File: config.mk
export PLATFORM = sky130hd
export DESIGN_NAME = uart_rx_autobaud
export DESIGN_NICKNAME = d
export VERILOG_FILES = /design/src/rtl/uart_rx_autobaud.sv
export SDC_FILE = /design/constraint.sdc
export NUM_CORES = 1
export LEC_CHECK = 0
export BUFFER_PORTS_ARGS = -buffer_cell sky130_fd_sc_hd__buf_2
export CORE_MARGIN = 4
export CORE_UTILIZATION = 29
export DETAILED_ROUTE_END_ITERATION = 8
export GPL_TIMING_DRIVEN = 1
export PLACE_DENSITY_LB_ADDON = 0.08
export SLEW_MARGIN = 20
export SYNTH_ARGS = -nofsm -noshare
export SYNTH_HDL_FRONTEND = slang
export SYNTH_SLANG_ARGS = --single-unit
File: constraint.sdc
create_clock -name i_Clock -period 6.6 [get_ports i_Clock]
set_input_delay 0.66 -clock i_Clock [delete_from_list [all_inputs] [get_ports i_Clock]]
set_output_delay 0.66 -clock i_Clock [all_outputs]
set_load 0.01 [all_outputs]
File: src/rtl/uart_rx_autobaud.sv
// ---------------------------------------------------------------------------
// uart_rx_autobaud
//
// Auto-baud controller placed in front of a UART receiver. It watches the raw
// serial line for a 0x55 sync character, measures the span of its first eight
// bit times, and drives the receiver's clocks-per-bit input with the rounded
// result. Receiver bytes are forwarded to the terminal logic only while a rate
// is locked (state RUN).
//
// Ports:
//   i_Clock         system clock
//   i_Reset_n       asynchronous, active-low reset
//   i_RX_Serial     raw serial line (synchronized internally)
//   i_Start         recalibration request, honoured only in RUN
//   i_RX_DV         byte-valid strobe from the UART receiver
//   i_RX_Byte       byte from the UART receiver
//   o_Clks_Per_Bit  bit-period configuration to the UART receiver
//   o_Locked        a valid rate is in force and bytes are forwarded
//   o_Busy          calibration in progress (any state other than RUN)
//   o_Cal_Done      one-cycle pulse when a calibration completes
//   o_Cal_Err       one-cycle pulse when a calibration is aborted
//   o_Byte_DV       forwarded byte-valid strobe (one cycle after i_RX_DV)
//   o_Byte          forwarded byte, held between strobes
// ---------------------------------------------------------------------------
module uart_rx_autobaud #(
  parameter int unsigned DEFAULT_CPB = 217,
  parameter int unsigned MIN_CPB     = 8,
  parameter int unsigned MAX_CPB     = 4095,   // must be <= 8191
  parameter int unsigned IDLE_CLKS   = 4096,
  parameter bit          AUTO_START  = 1'b1
) (
  input  logic        i_Clock,
  input  logic        i_Reset_n,
  input  logic        i_RX_Serial,
  input  logic        i_Start,
  input  logic        i_RX_DV,
  input  logic [7:0]  i_RX_Byte,
  output logic [15:0] o_Clks_Per_Bit,
  output logic        o_Locked,
  output logic        o_Busy,
  output logic        o_Cal_Done,
  output logic        o_Cal_Err,
  output logic        o_Byte_DV,
  output logic [7:0]  o_Byte
);

  typedef enum logic [2:0] {
    HUNT_IDLE,
    HUNT_EDGE,
    MEASURE,
    SETTLE,
    RUN
  } state_t;

  localparam state_t RESET_STATE = AUTO_START ? HUNT_IDLE : RUN;

  localparam int unsigned IDLE_W = $clog2(IDLE_CLKS + 1);

  localparam logic [IDLE_W-1:0] IDLE_LAST = IDLE_W'(IDLE_CLKS - 1);
  localparam logic [12:0]       MIN_SEG   = 13'(MIN_CPB);
  localparam logic [12:0]       MAX_SEG   = 13'(MAX_CPB);
  localparam logic [15:0]       MIN_RATE  = 16'(MIN_CPB);
  localparam logic [15:0]       MAX_RATE  = 16'(MAX_CPB);
  localparam logic [15:0]       DEF_RATE  = 16'(DEFAULT_CPB);

  state_t              state;
  logic                sync1, sync2, rx_prev;
  logic [IDLE_W-1:0]   idle_cnt;
  logic [12:0]         seg_cnt;
  logic [18:0]         total;
  logic [3:0]          edge_cnt;
  logic [19:0]         settle_cnt;
  logic [19:0]         settle_thresh;

  logic                rx_sync, edge_any, edge_fall;
  logic [12:0]         seg_len;
  logic [15:0]         cpb_new, cpb_max;
  logic [19:0]         thresh_new;
  logic                meas_abort, meas_done;

  // Edges are taken between the synchronized line and its one-cycle-old copy,
  // so every edge sees the same pipeline delay and segment lengths are exact.
  assign rx_sync   = sync2;
  assign edge_any  = rx_sync ^ rx_prev;
  assign edge_fall = rx_prev & ~rx_sync;

  // seg_cnt lags the true segment length by one clock on the cycle of the edge.
  assign seg_len = seg_cnt + 13'd1;

  // total+1 is the eight-bit span; adding 4 before the divide rounds to nearest.
  assign cpb_new    = 16'((total + 19'd5) >> 3);
  assign cpb_max    = (cpb_new > o_Clks_Per_Bit) ? cpb_new : o_Clks_Per_Bit;
  assign thresh_new = 20'(cpb_max) * 20'd11;

  // NOTE: every signal driven here gets a default first so no path can leave
  // it unassigned, which would otherwise infer a latch.
  always_comb begin
    meas_abort = 1'b0;
    meas_done  = 1'b0;
    if (edge_any) begin
      if (seg_len < MIN_SEG) begin
        meas_abort = 1'b1;
      end else if (edge_cnt == 4'd7) begin
        if (cpb_new >= MIN_RATE && cpb_new <= MAX_RATE) meas_done  = 1'b1;
        else                                             meas_abort = 1'b1;
      end
    end else if (seg_len >= MAX_SEG) begin
      // The segment can no longer end within MAX_CPB clocks.
      meas_abort = 1'b1;
    end
  end

  assign o_Locked = (state == RUN);
  assign o_Busy   = (state != RUN);

  // NOTE: sequential state uses non-blocking assignments only, so every
  // register samples pre-edge values regardless of statement order.
  always_ff @(posedge i_Clock or negedge i_Reset_n) begin
    if (!i_Reset_n) begin
      // NOTE: the counters and the byte register are reset as well as the
      // control state; the block is small and a clean restart discards any
      // half-finished measurement.
      state          <= RESET_STATE;
      sync1          <= 1'b1;
      sync2          <= 1'b1;
      rx_prev        <= 1'b1;
      idle_cnt       <= '0;
      seg_cnt        <= '0;
      total          <= '0;
      edge_cnt       <= '0;
      settle_cnt     <= '0;
      settle_thresh  <= '0;
      o_Clks_Per_Bit <= DEF_RATE;
      o_Cal_Done     <= 1'b0;
      o_Cal_Err      <= 1'b0;
      o_Byte_DV      <= 1'b0;
      o_Byte         <= '0;
    end else begin
      sync1      <= i_RX_Serial;
      sync2      <= sync1;
      rx_prev    <= sync2;
      o_Cal_Done <= 1'b0;
      o_Cal_Err  <= 1'b0;
      o_Byte_DV  <= 1'b0;

      case (state)
        HUNT_IDLE: begin
          if (!rx_sync) begin
            idle_cnt <= '0;
          end else if (idle_cnt == IDLE_LAST) begin
            idle_cnt <= '0;
            state    <= HUNT_EDGE;
          end else begin
            idle_cnt <= idle_cnt + IDLE_W'(1);
          end
        end

        HUNT_EDGE: begin
          if (edge_fall) begin
            seg_cnt  <= '0;
            total    <= '0;
            edge_cnt <= '0;
            state    <= MEASURE;
          end
        end

        MEASURE: begin
          if (meas_abort) begin
            o_Cal_Err <= 1'b1;
            idle_cnt  <= '0;
            state     <= HUNT_IDLE;
          end else if (meas_done) begin
            o_Clks_Per_Bit <= cpb_new;
            settle_thresh  <= thresh_new;
            settle_cnt     <= '0;
            state          <= SETTLE;
          end else begin
            total <= total + 19'd1;
            if (edge_any) begin
              seg_cnt  <= '0;
              edge_cnt <= edge_cnt + 4'd1;
            end else begin
              seg_cnt <= seg_cnt + 13'd1;
            end
          end
        end

        // The receiver is still chewing on the sync frame at the old rate;
        // wait for a long quiet stretch and drop whatever it strobes meanwhile.
        SETTLE: begin
          if (!rx_sync) begin
            settle_cnt <= '0;
          end else if (settle_cnt + 20'd1 == settle_thresh) begin
            o_Cal_Done <= 1'b1;
            state      <= RUN;
          end else begin
            settle_cnt <= settle_cnt + 20'd1;
          end
        end

        RUN: begin
          o_Byte_DV <= i_RX_DV;
          if (i_RX_DV) o_Byte <= i_RX_Byte;
          if (i_Start) begin
            idle_cnt <= '0;
            state    <= HUNT_IDLE;
          end
        end

        default: state <= RESET_STATE;
      endcase
    end
  end

endmodule

==> results by group, run 1 <==
Run status
  – Status: finished clean

Floorplan
  – Chip Width: ~190 um
  – Die area: 34700 um^2
  – Core area: 31500 um^2
  – Initial cell density of the core: 29.3%
  – Ports: 42
  – Num rows: between 60 and 70
  – Die H: around 190 um

Critical path
  – FF-to-FF Start: total[4]
  – Worst path arrival time: 6.65 ns
  – Worst path max stage delay: 0.57 ns
  – Maximum fanout along the worst path: 5
  – Slowest cell on crit path: or4_4
  – CP Class: flop to flop
  – Crit path required time: 6.92 ns
  – CP Capture Type: flop
  – Crit start category: flop
  – Worst R2R Path Depth: 25
  – R2R setup slack: 0.28 ns
  – Reg2reg end: settle_thresh[16]

Global route
  – Vias in the first global route: about 7700
  – Total GRT Usage: 14.9%
  – First-pass GRT wire length: 42.1 mm
  – Initial antenna violation count: 0
  – GR Overflow Total: 0
  – Largest net degree at the start of global routing: 66

Placed design
  – Port bufs: 41
  – GP Congestion: approximately 0.8
  – DP Cell Count: 1454
  – Pre-CTS WS: 0.0317 ns
  – HPWL Detailed: between 15 and 20 mm

Drt
  – Via count: about 7800
  – Vias per cell: 5.22
  – Total wire length: 25.7 mm
  – Wire per inst: 17.2 um
  – Drt drc: 0
  – Detailed Routing Iterations Pass 1: 5
  – Final ANT Viol Nets: 0
  – Initial DRC count: between 300 and 400

Synth
  – Distinct cells, synth: 78
  – Async S/R FF share, synth: 100%
  – Post-synth top area share: between 30% and 40%
  – Post-Syn Area: 9230 um^2
  – Syn Nets: 1102
  – Most frequent cell after synthesis: dfrtp_1
  – Syn Inst Count: 1022
  – Top area cells in the synthesized netlist: dfrtp_1, ha_1, mux2_2, xnor2_1, a31oi_1
  – Post-synth top flop: dfrtp_1
  – Post-synthesis sequential area ratio: 33.2%
  – Yosys reg bits: 122
  – Leading cell types by count after synthesis: dfrtp_1, inv_1, nand2_1
  – Number of synthesized flops with an enable pin: 0
  – Total of warnings raised by yosys: 0
  – Average instance area after synthesis: 9.03 um^2
  – Dominant cell type by area after synthesis: dfrtp_1

Final layout
  – Fin cells: ~1500
  – Fillers: between 3000 and 4000
  – ANT cells: 0
  – Area grow syn2layout: 19.1%
  – Nets@finish: 1158
  – Share of layout cells above drive strength 1: 20.2%

Clock tree
  – Clk buf depth: 2
  – CTS HTree Levels: 4
  – Clk Latency, worst-skew pair: 0.44 ns
  – CTS buffer count: 17
  – Hold buffers post-CTS: 0
  – Root Driver: clkbuf_16
  – Clock sinks: 122
  – Clk pin slew, worst setup/hold paths: 0.06 ns
  – CTS tree: done

STA
  – Max-slew violation count: 0
  – Max Freq: 158 MHz
  – Period utilization: 95.8%
  – Slew headroom: between 20% and 30%
  – Setup violations, final: 0
  – Tmin final: 6.32 ns
  – Clock Skew: 0.00893 ns
  – Worst-Margin Slew: 1.08 ns
  – Final Hold Vio Count: 0
  – Worst setup margin: 0.277 ns

Power
  – PwrDens: roughly 330 nW/um^2
  – Maximum vdd drop: 0.219 mV
  – Lkg Pwr: slightly above 5 nW

Flow run
  – Max-cap violations: 0

Min path
  – Worst min-delay path category: input port to asynchronous set/reset pin
-- state kept, by name (all words and copies together) (netlist names) --
name,cells
o_Clks_Per_Bit,16
idle_cnt,13
rx_prev,1
seg_cnt,13
rx_sync,1
o_Cal_Done,1
state,3
settle_thresh,20
o_Byte_DV,1
sync1,1
settle_cnt,20
total,19
o_Cal_Err,1
edge_cnt,4
o_Byte,8
-- cell families (layout without fill, tap and decap cells) --
kind of cell	after synthesis	count (layout)	share of synthesized area, %
buffers and inverters	142	211	6.22
adder cells (fa/ha/maj)	67	67	10.1
multiplexers	48	48	5.65
flip-flops	122	122	33.2
XOR/XNOR	60	60	5.84
AND/OR/NAND/NOR	315	315	19.2
AO/OA/AOI/OAI	268	268	19.9
-- worst max-delay path by stage --
stage | slack (ns) | depth (start not counted) | start | endpoint
after global placement | 0.12 | 25 | total[6] | settle_thresh[16]
after detailed placement | 0.03 | 25 | total[6] | settle_thresh[16]
after floorplan | 0.02 | 29 | total[5] | settle_thresh[16]
after global routing | -0.01 | 25 | total[4] | settle_thresh[16]
after CTS | 0.01 | 25 | total[0] | settle_thresh[16]
final | 0.28 | 25 | total[4] | settle_thresh[16]
-- final cells by class --
type / instances / area (um^2) / area share, %
multi-input cells: 758 / 5800 / 52.7
flip-flops and latches: 122 / 3060 / 27.9
repair buffers: 94 / 628 / 5.72
well taps: 402 / 503 / 4.58
clock buffers: 18 / 439 / 4.00
inverters: 85 / 319 / 2.90
clock inverters: 14 / 240 / 2.19
-- metrics by stage --
step	power, mW	hold slack, ns	utilization [%]	instance area [um^2]	TNS (ns)
floorplan	2.02	0.345	-	9240	0
global placement	2.46	0.350	31.9	10000	0
detailed placement	2.46	0.348	32.0	10100	0
CTS	3.59	0.221	34.1	10700	0
global route	3.98	0.257	34.9	11000	-0.0104
finish	3.68	0.206	34.9	11000	0
-- routing by layer --
metal / GRT usage [%] / routed length, um / vias to the layer above
met5: 0 / 0 / -
met4: 4.01 / 319 / 0
met3: 2.81 / 658 / 17
met2: 24.7 / 12300 / 94
met1: 20.0 / 12400 / 3830
li1: - / - / 3858
-- worst max-delay path: cells and delay by family, from the launching register on --
| kind | cells | cell delay [ns] |
|---|---|---|
| AOI/OAI and AO/OA | 8 | 1.57 |
| xor gates and xnor gates | 1 | 0.10 |
| adders and majority gates | 4 | 1.33 |
| buffers and inverters | 3 | 0.29 |
| DFF | 1 | 0.42 |
| muxes | 1 | 0.33 |
| and+or+nand+nor | 8 | 2.17 |
-- layout by cell type, fill, tap and decap left out, drive strengths merged, types with 6 or more instances in the layout --
| master | count |
|---|---|
| a21o | 20 |
| mux2 | 33 |
| xnor2 | 39 |
| buf | 94 |
| nand3 | 26 |
| o21a | 6 |
| nor2b | 14 |
| dfrtp | 114 |
| o31ai | 9 |
| fa | 12 |
| nor3 | 21 |
| a21oi | 39 |
| nand2b | 12 |
| o2bb2ai | 11 |
| a211oi | 7 |
| and4 | 9 |
| o22ai | 7 |
| inv | 88 |
| and3 | 20 |
| o21ai | 56 |
| a41oi | 7 |
| nand4 | 23 |
| or4 | 9 |
| and2 | 13 |
| nor4 | 13 |
| bufinv | 6 |
| a22o | 9 |
| nor2 | 51 |
| xor2 | 20 |
| or3 | 7 |
| o31a | 6 |
| a31oi | 51 |
| clkbuf | 18 |
| ha | 55 |
| nand2 | 69 |
| dfstp | 8 |
| or2 | 8 |
| mux2i | 15 |
-- report_power, final --
part	switching (mW)	total, mW	internal [mW]
sequential	0.0912	0.916	0.825
combinational	0.959	1.66	0.704
clock	0.381	1.10	0.721
total	1.43	3.68	2.25
-- what timing repair did --
| action | CTS | global route |
|---|---|---|
| resized for setup | 0 | 39 |
| setup buffers | 0 | 6 |
| endpoints found under the setup margin | 0 | 7 |
Power figures use the tool's default switching activity.
==> run 2, diff against run 1 <==
--- a/config.mk
+++ b/config.mk
@@ -7,7 +7,7 @@
 export LEC_CHECK = 0
 export BUFFER_PORTS_ARGS = -buffer_cell sky130_fd_sc_hd__buf_2
 export CORE_MARGIN = 4
-export CORE_UTILIZATION = 29
+export CORE_UTILIZATION = 50
 export DETAILED_ROUTE_END_ITERATION = 8
 export GPL_TIMING_DRIVEN = 1
 export PLACE_DENSITY_LB_ADDON = 0.08
==> results by group, run 2 (synthesis results as in run 1) <==
Drt
  – Detailed Routing Iterations Pass 1: 5 (unchanged)
  – Vias per cell: 5.91 (+13%)
  – Total wire length: 22.3 mm (-13%)
  – Via count: 7735 (-0.82%)
  – Final ANT Viol Nets: 0 (unchanged)
  – Wire per inst: 17.0 um (-0.84%)
  – Initial DRC count: 356 (+17%)
  – Drt drc: 0 (unchanged)

Global route
  – Vias in the first global route: 7386 (-4.2%)
  – GR Overflow Total: 0 (unchanged)
  – First-pass GRT wire length: 37.6 mm (-11%)
  – Largest net degree at the start of global routing: 67 (+1.5%)
  – Initial antenna violation count: 0 (unchanged)
  – Total GRT Usage: 22.6% (+7.7 points)

Floorplan
  – Chip Width: 144 um (-23%)
  – Num rows: 49 (-25%)
  – Die H: 144 um (-23%)
  – Core area: 18100 um^2 (-43%)
  – Initial cell density of the core: 51.0% (+22 points)
  – Ports: 42 (unchanged)
  – Die area: 20700 um^2 (-40%)

STA
  – Slew headroom: 23.4% (-4.0 points)
  – Max-slew violation count: 0 (unchanged)
  – Max Freq: 155 MHz (-2.2%)
  – Tmin final: 6.47 ns (+0.143 ns)
  – Setup violations, final: 0 (unchanged)
  – Hold_ws: 0.338 ns (+0.132 ns)
  – Clock Skew: 0.00836 ns (-0.000572 ns)
  – Worst-Margin Slew: 1.15 ns (+0.0684 ns)
  – Period utilization: 98.0% (+2.2 points)
  – Final Hold Vio Count: 0 (unchanged)

Critical path
  – FF-to-FF Start: total[13]
  – Crit start category: flop
  – CP startpoint: total[13]
  – CP Class: flop to flop
  – Maximum fanout along the worst path: 5 (unchanged)
  – Crit path required time: 6.91 ns (about the same)
  – CP Capture Type: flop
  – Worst path arrival time: 6.77 ns (+0.12 ns)
  – R2R setup slack: 0.13 ns (-0.14 ns)

Clock tree
  – Clk Latency, worst-skew pair: 0.42 ns (-0.02 ns)
  – Root Driver: clkbuf_16
  – Clock sinks: 122 (unchanged)
  – CTS HTree Levels: 4 (unchanged)
  – Clk buf depth: 2 (unchanged)
  – Clk pin slew, worst setup/hold paths: 0.06 ns (about the same)
  – CTS buffer count: 17 (unchanged)
  – CTS tree: done

Final layout
  – Commonest cells after routing, fill and taps aside: dfrtp_1, inv_1, nand2_1
  – Commonest non-fill, non-tap cell in the layout: dfrtp_1
  – ANT cells: 0 (unchanged)
  – Nets@finish: 1148 (-0.86%)
  – Largest registers: settle_cnt x20, settle_thresh x20, total x19
  – Area grow syn2layout: 13.2%
  – Share of layout cells above drive strength 1: 18.0% (-2.2 points)
  – Fillers: 1655 (-50%)

Placed design
  – Port bufs: 41 (unchanged)
  – GP Congestion: 0.909 (+15%)
  – HPWL Detailed: 16.0 mm (-13%)

Min path
  – Hold Crit Start: i_RX_Serial
  – Worst min-delay path category: input port to flop

Power
  – Lkg Pwr: 5.02 nW (-1.9%)
  – Overall Power: 3.35 mW (-8.9%)
  – Maximum vdd drop: 0.189 mV (-14%)
  – PwrDens: 321 nW/um^2 (-4.2%)

Run status
  – Status: finished clean

Flow run
  – Max-cap violations: 0 (unchanged)
run 2: changes by cell type in the layout (fill, tap and decap cells not counted), sizes merged:
cell,before,now
buf,94,84
bufinv,6,1
clkinv,3,7
clkinvlp,2,4
inv,88,86
run 2: path summary, 6_finish.rpt:
check | end | cells after the start
min in group asynchronous | o_Clks_Per_Bit[5] | 1
worst min register to register | rx_sync | 0
worst max-delay path | settle_thresh[16] | 24
worst min-delay path | sync1 | 1
max in group asynchronous | settle_cnt[11] | 2
worst max register to register | settle_thresh[16] | 24
run 2: final cells by class:
class / count / area, um^2 / area share, %
Multi-Input combinational cell: 758 / 5680 / 54.4
Sequential cell: 122 / 3060 / 29.3
Timing Repair Buffer: 84 / 534 / 5.11
Clock buffer: 18 / 439 / 4.20
Inverter: 85 / 319 / 3.05
Tap cell: 229 / 287 / 2.74
Clock inverter: 13 / 123 / 1.17
run 2: worst max-delay path, stage by stage (launching register included):
cell and delay [ns]:
dfrtp_1 0.43, nand4_1 0.15, or4_4 0.55, nor2_2 0.11
xnor2_1 0.10, ha_1 0.31, nand4_1 0.10, or2_2 0.31
or4_4 0.55, nor2b_1 0.15, a22oi_2 0.19, buf_6 0.17
mux2_2 0.38, ha_1 0.29, ha_1 0.32, xor2_1 0.17
ha_1 0.31, nor2b_1 0.15, o31a_1 0.26, o211ai_1 0.27
a21oi_2 0.12, o311ai_1 0.27, a21boi_1 0.12, or3_1 0.31
a31o_2 0.24
run 2: layer usage:
| metal | part of all wire (%) | global-route usage [%] | vias up |
|---|---|---|---|
| li1 | - | - | 3825 |
| met4 | 0.99 | 5.25 | 0 |
| met5 | 0 | 0 | - |
| met1 | 48 | 31.7 | 3803 |
| met2 | 48 | 36.5 | 90 |
| met3 | 2.8 | 3.86 | 17 |
run 2: per-stage QoR:
step                      worst slack, ns  cell area (um^2)  instances  utilization (%)  setup TNS [ns]
after CTS                         0.00959             10300       1305             57.2               0
after global placement              0.182              9780       1274             54.1               0
after floorplan                    0.0154              9240       1022                -               0
after detailed placement           0.0416              9780       1274             54.1               0
after global routing              -0.0388             10400       1309             57.8         -0.0975
final                               0.134             10400       1309             57.8               0
run 2: power breakdown:
group	internal (mW)	switching, mW
Clock	0.527	0.364
Sequential	0.825	0.0873
Combinational	0.655	0.895
Total	2.01	1.35
run 2: what timing repair did:
item / in CTS / in global routing
hold buffers: 0 / 0
setup endpoints to repair: 0 / 7
resized for setup: 0 / 20
buffers inserted: 0 / 3
==> run 3, diff against run 2 <==
--- a/config.mk
+++ b/config.mk
@@ -11,7 +11,8 @@
 export DETAILED_ROUTE_END_ITERATION = 8
 export GPL_TIMING_DRIVEN = 1
 export PLACE_DENSITY_LB_ADDON = 0.08
-export SLEW_MARGIN = 20
+export SETUP_SLACK_MARGIN = 0.2
+export SLEW_MARGIN = 30
 export SYNTH_ARGS = -nofsm -noshare
 export SYNTH_HDL_FRONTEND = slang
 export SYNTH_SLANG_ARGS = --single-unit
==> results by group, run 3 (synthesis results as in run 1) <==
Final layout
  – Fillers: 1580 (-4.5%)
  – Largest registers: settle_cnt x20, settle_thresh x20, total x19
  – Nets@finish: 1167 (+1.7%)
  – Share of layout cells above drive strength 1: 21.1% (+3.1 points)
  – Area of the multi-input gates: 5840 um^2 (+2.8%)
  – Commonest cells after routing, fill and taps aside: dfrtp_1, inv_1, nand2_1
  – Area grow syn2layout: 17.6%
  – ANT cells: 0 (unchanged)
  – Register Area: 3060 um^2 (unchanged)
  – Commonest non-fill, non-tap cell in the layout: dfrtp_1

Critical path
  – CP Class: flop to flop
  – Crit start category: flop
  – Worst R2R Path Depth: 25 (+4.2%)
  – Worst path arrival time: 6.63 ns (-0.14 ns)
  – Maximum fanout along the worst path: 6 (+1)
  – CP Capture Type: flop
  – Crit path required time: 6.91 ns (about the same)

Floorplan
  – Initial cell density of the core: 51.0% (unchanged)
  – Ports: 42 (unchanged)
  – Core area: 18100 um^2 (unchanged)
  – Die area: 20700 um^2 (unchanged)
  – Chip Width: 144 um (unchanged)
  – Num rows: 49 (unchanged)
  – Die H: 144 um (unchanged)

Drt
  – Wire per inst: 17.3 um (+1.5%)
  – Vias per cell: 6.03 (+2.0%)
  – Via count: 8010 (+3.6%)
  – Initial DRC count: 351 (-1.4%)
  – Drt drc: 0 (unchanged)
  – Total wire length: 23.0 mm (+3.1%)
  – Final ANT Viol Nets: 0 (unchanged)
  – Detailed Routing Iterations Pass 1: 4 (-1)

STA
  – Clock Skew: 0.0133 ns (+0.00498 ns)
  – Slew headroom: 39.4% (+16 points)
  – Worst setup margin: 0.286 ns (+0.152 ns)
  – Max Freq: 158 MHz (+2.4%)
  – Final Hold Vio Count: 0 (unchanged)
  – Unrepaired setup endpoints after global routing: yes
  – Max-slew violation count: 0 (unchanged)
  – Period utilization: 95.7% (-2.3 points)
  – Post-route setup TNS: 0 ns (unchanged)
  – Tmin final: 6.31 ns (-0.152 ns)
  – Setup violations, final: 0 (unchanged)
  – Worst-Margin Slew: 0.902 ns (-0.247 ns)

Placed design
  – Pre-CTS WS: 0.0956 ns (+0.0541 ns)
  – HPWL Detailed: 16.2 mm (+1.1%)
  – Port bufs: 41 (unchanged)
  – GP Congestion: 0.907 (-0.19%)

Flow run
  – Max-cap violations: 0 (unchanged)

Global route
  – GR Overflow Total: 0 (unchanged)
  – Largest net degree at the start of global routing: 78 (+16%)
  – First-pass GRT wire length: 38.4 mm (+2.1%)
  – Total GRT Usage: 23.0% (+0.39 points)
  – Initial antenna violation count: 0 (unchanged)
  – Vias in the first global route: 7674 (+3.9%)

Clock tree
  – CTS buffer count: 17 (unchanged)
  – CTS tree: done
  – Clk buf depth: 2 (unchanged)
  – Clock sinks: 122 (unchanged)
  – Root Driver: clkbuf_16
  – CTS HTree Levels: 4 (unchanged)
  – Clk Latency, worst-skew pair: 0.43 ns (about the same)
  – Clk pin slew, worst setup/hold paths: 0.07 ns (about the same)

Power
  – PwrDens: 340 nW/um^2 (+5.8%)
  – Maximum vdd drop: 0.205 mV (+8.9%)
  – Lkg Pwr: 5.17 nW (+3.0%)

Run status
  – Status: finished clean

Min path
  – Worst min-delay path category: input port to asynchronous set/reset pin
==> run 3: cell count changes in the layout (fill, tap and decap cells not counted), moves of 3 or more <==
cell / change
buf_4: +15
ha_1: -7
ha_4: +5
clkinv_4: -3
mux2_2: -3
mux2_4: +3
nor2b_1: -3
==> run 3: critical path, stage by stage (launching register included) <==
cell and delay [ns]:
dfrtp_1 0.41, nand4_1 0.13, or4_4 0.60, nor2_4 0.15, xnor2_2 0.09, ha_1 0.30
nand4_1 0.09, or2_4 0.26, or4_4 0.49, nor2b_4 0.14, a22oi_2 0.15, buf_4 0.15
buf_12 0.12, mux2_2 0.37, ha_2 0.20, ha_4 0.24, xor2_1 0.16, ha_1 0.32
nor2b_1 0.16, o31a_1 0.31, o211ai_1 0.27, a21oi_2 0.12, o311ai_1 0.28, a21boi_1 0.12
or3_1 0.37, a31o_2 0.20
==> run 3: report_power, final <==
part           internal [mW]  switching, mW  leakage [nW]
logic                  0.836          0.962          3.24
clock network          0.597          0.377         0.278
registers              0.825         0.0871          1.66
==> run 3: final cells by class <==
type / instances / area share (%)
Sequential cell: 122 / 28.2
Tap cell: 229 / 2.64
Clock buffer: 19 / 3.99
Inverter: 85 / 2.94
Clock inverter: 13 / 1.57
Multi-Input combinational cell: 758 / 53.9
Timing Repair Buffer: 103 / 6.78
==> run 3: final timing paths <==
| path | from | endpoint | slack, ns |
|---|---|---|---|
| setup / recovery | total[3] | settle_thresh[16] | 0.29 |
| setup reg to reg | total[3] | settle_thresh[16] | 0.29 |
| hold reg to reg | sync1 | rx_sync | 0.36 |
| max in group asynchronous | i_Reset_n | settle_thresh[0] | 5.26 |
| min in group i_Clock | i_RX_Serial | sync1 | 0.34 |
| hold / removal | i_Reset_n | o_Clks_Per_Bit[2] | 0.24 |
==> run 3: metal layers <==
metal	vias to the layer above	track usage, %	wire (um)
li1	3878	-	-
met1	3973	31.1	10700
met2	133	38.2	11200
met3	26	4.06	755
met4	0	5.85	266
met5	-	0	0
==> run 3: what timing repair did <==
item | 4_1_cts | 5_1_grt
pin swaps | 1 | 28
hold buffers | 0 | 0
setup buffers | 3 | 16
endpoints found under the setup margin | 3 | 8
gates resized for setup | 4 | 39
gates cloned | 1 | 1
==> run 3: stage by stage <==
| stage | util, % | power [mW] | instance area (um^2) | instances | hold WS (ns) |
|---|---|---|---|---|---|
| 2_1_floorplan | - | 2.06 | 9280 | 1022 | 0.345 |
| 3_3_place_gp | 54.3 | 2.39 | 9820 | 1275 | 0.347 |
| 3_5_place_dp | 54.4 | 2.41 | 9830 | 1276 | 0.347 |
| 4_1_cts | 58.1 | 3.50 | 10500 | 1312 | 0.259 |
| 5_1_grt | 60.0 | 3.93 | 10900 | 1329 | 0.295 |
| 6_report | 60.0 | 3.68 | 10900 | 1329 | 0.244 |
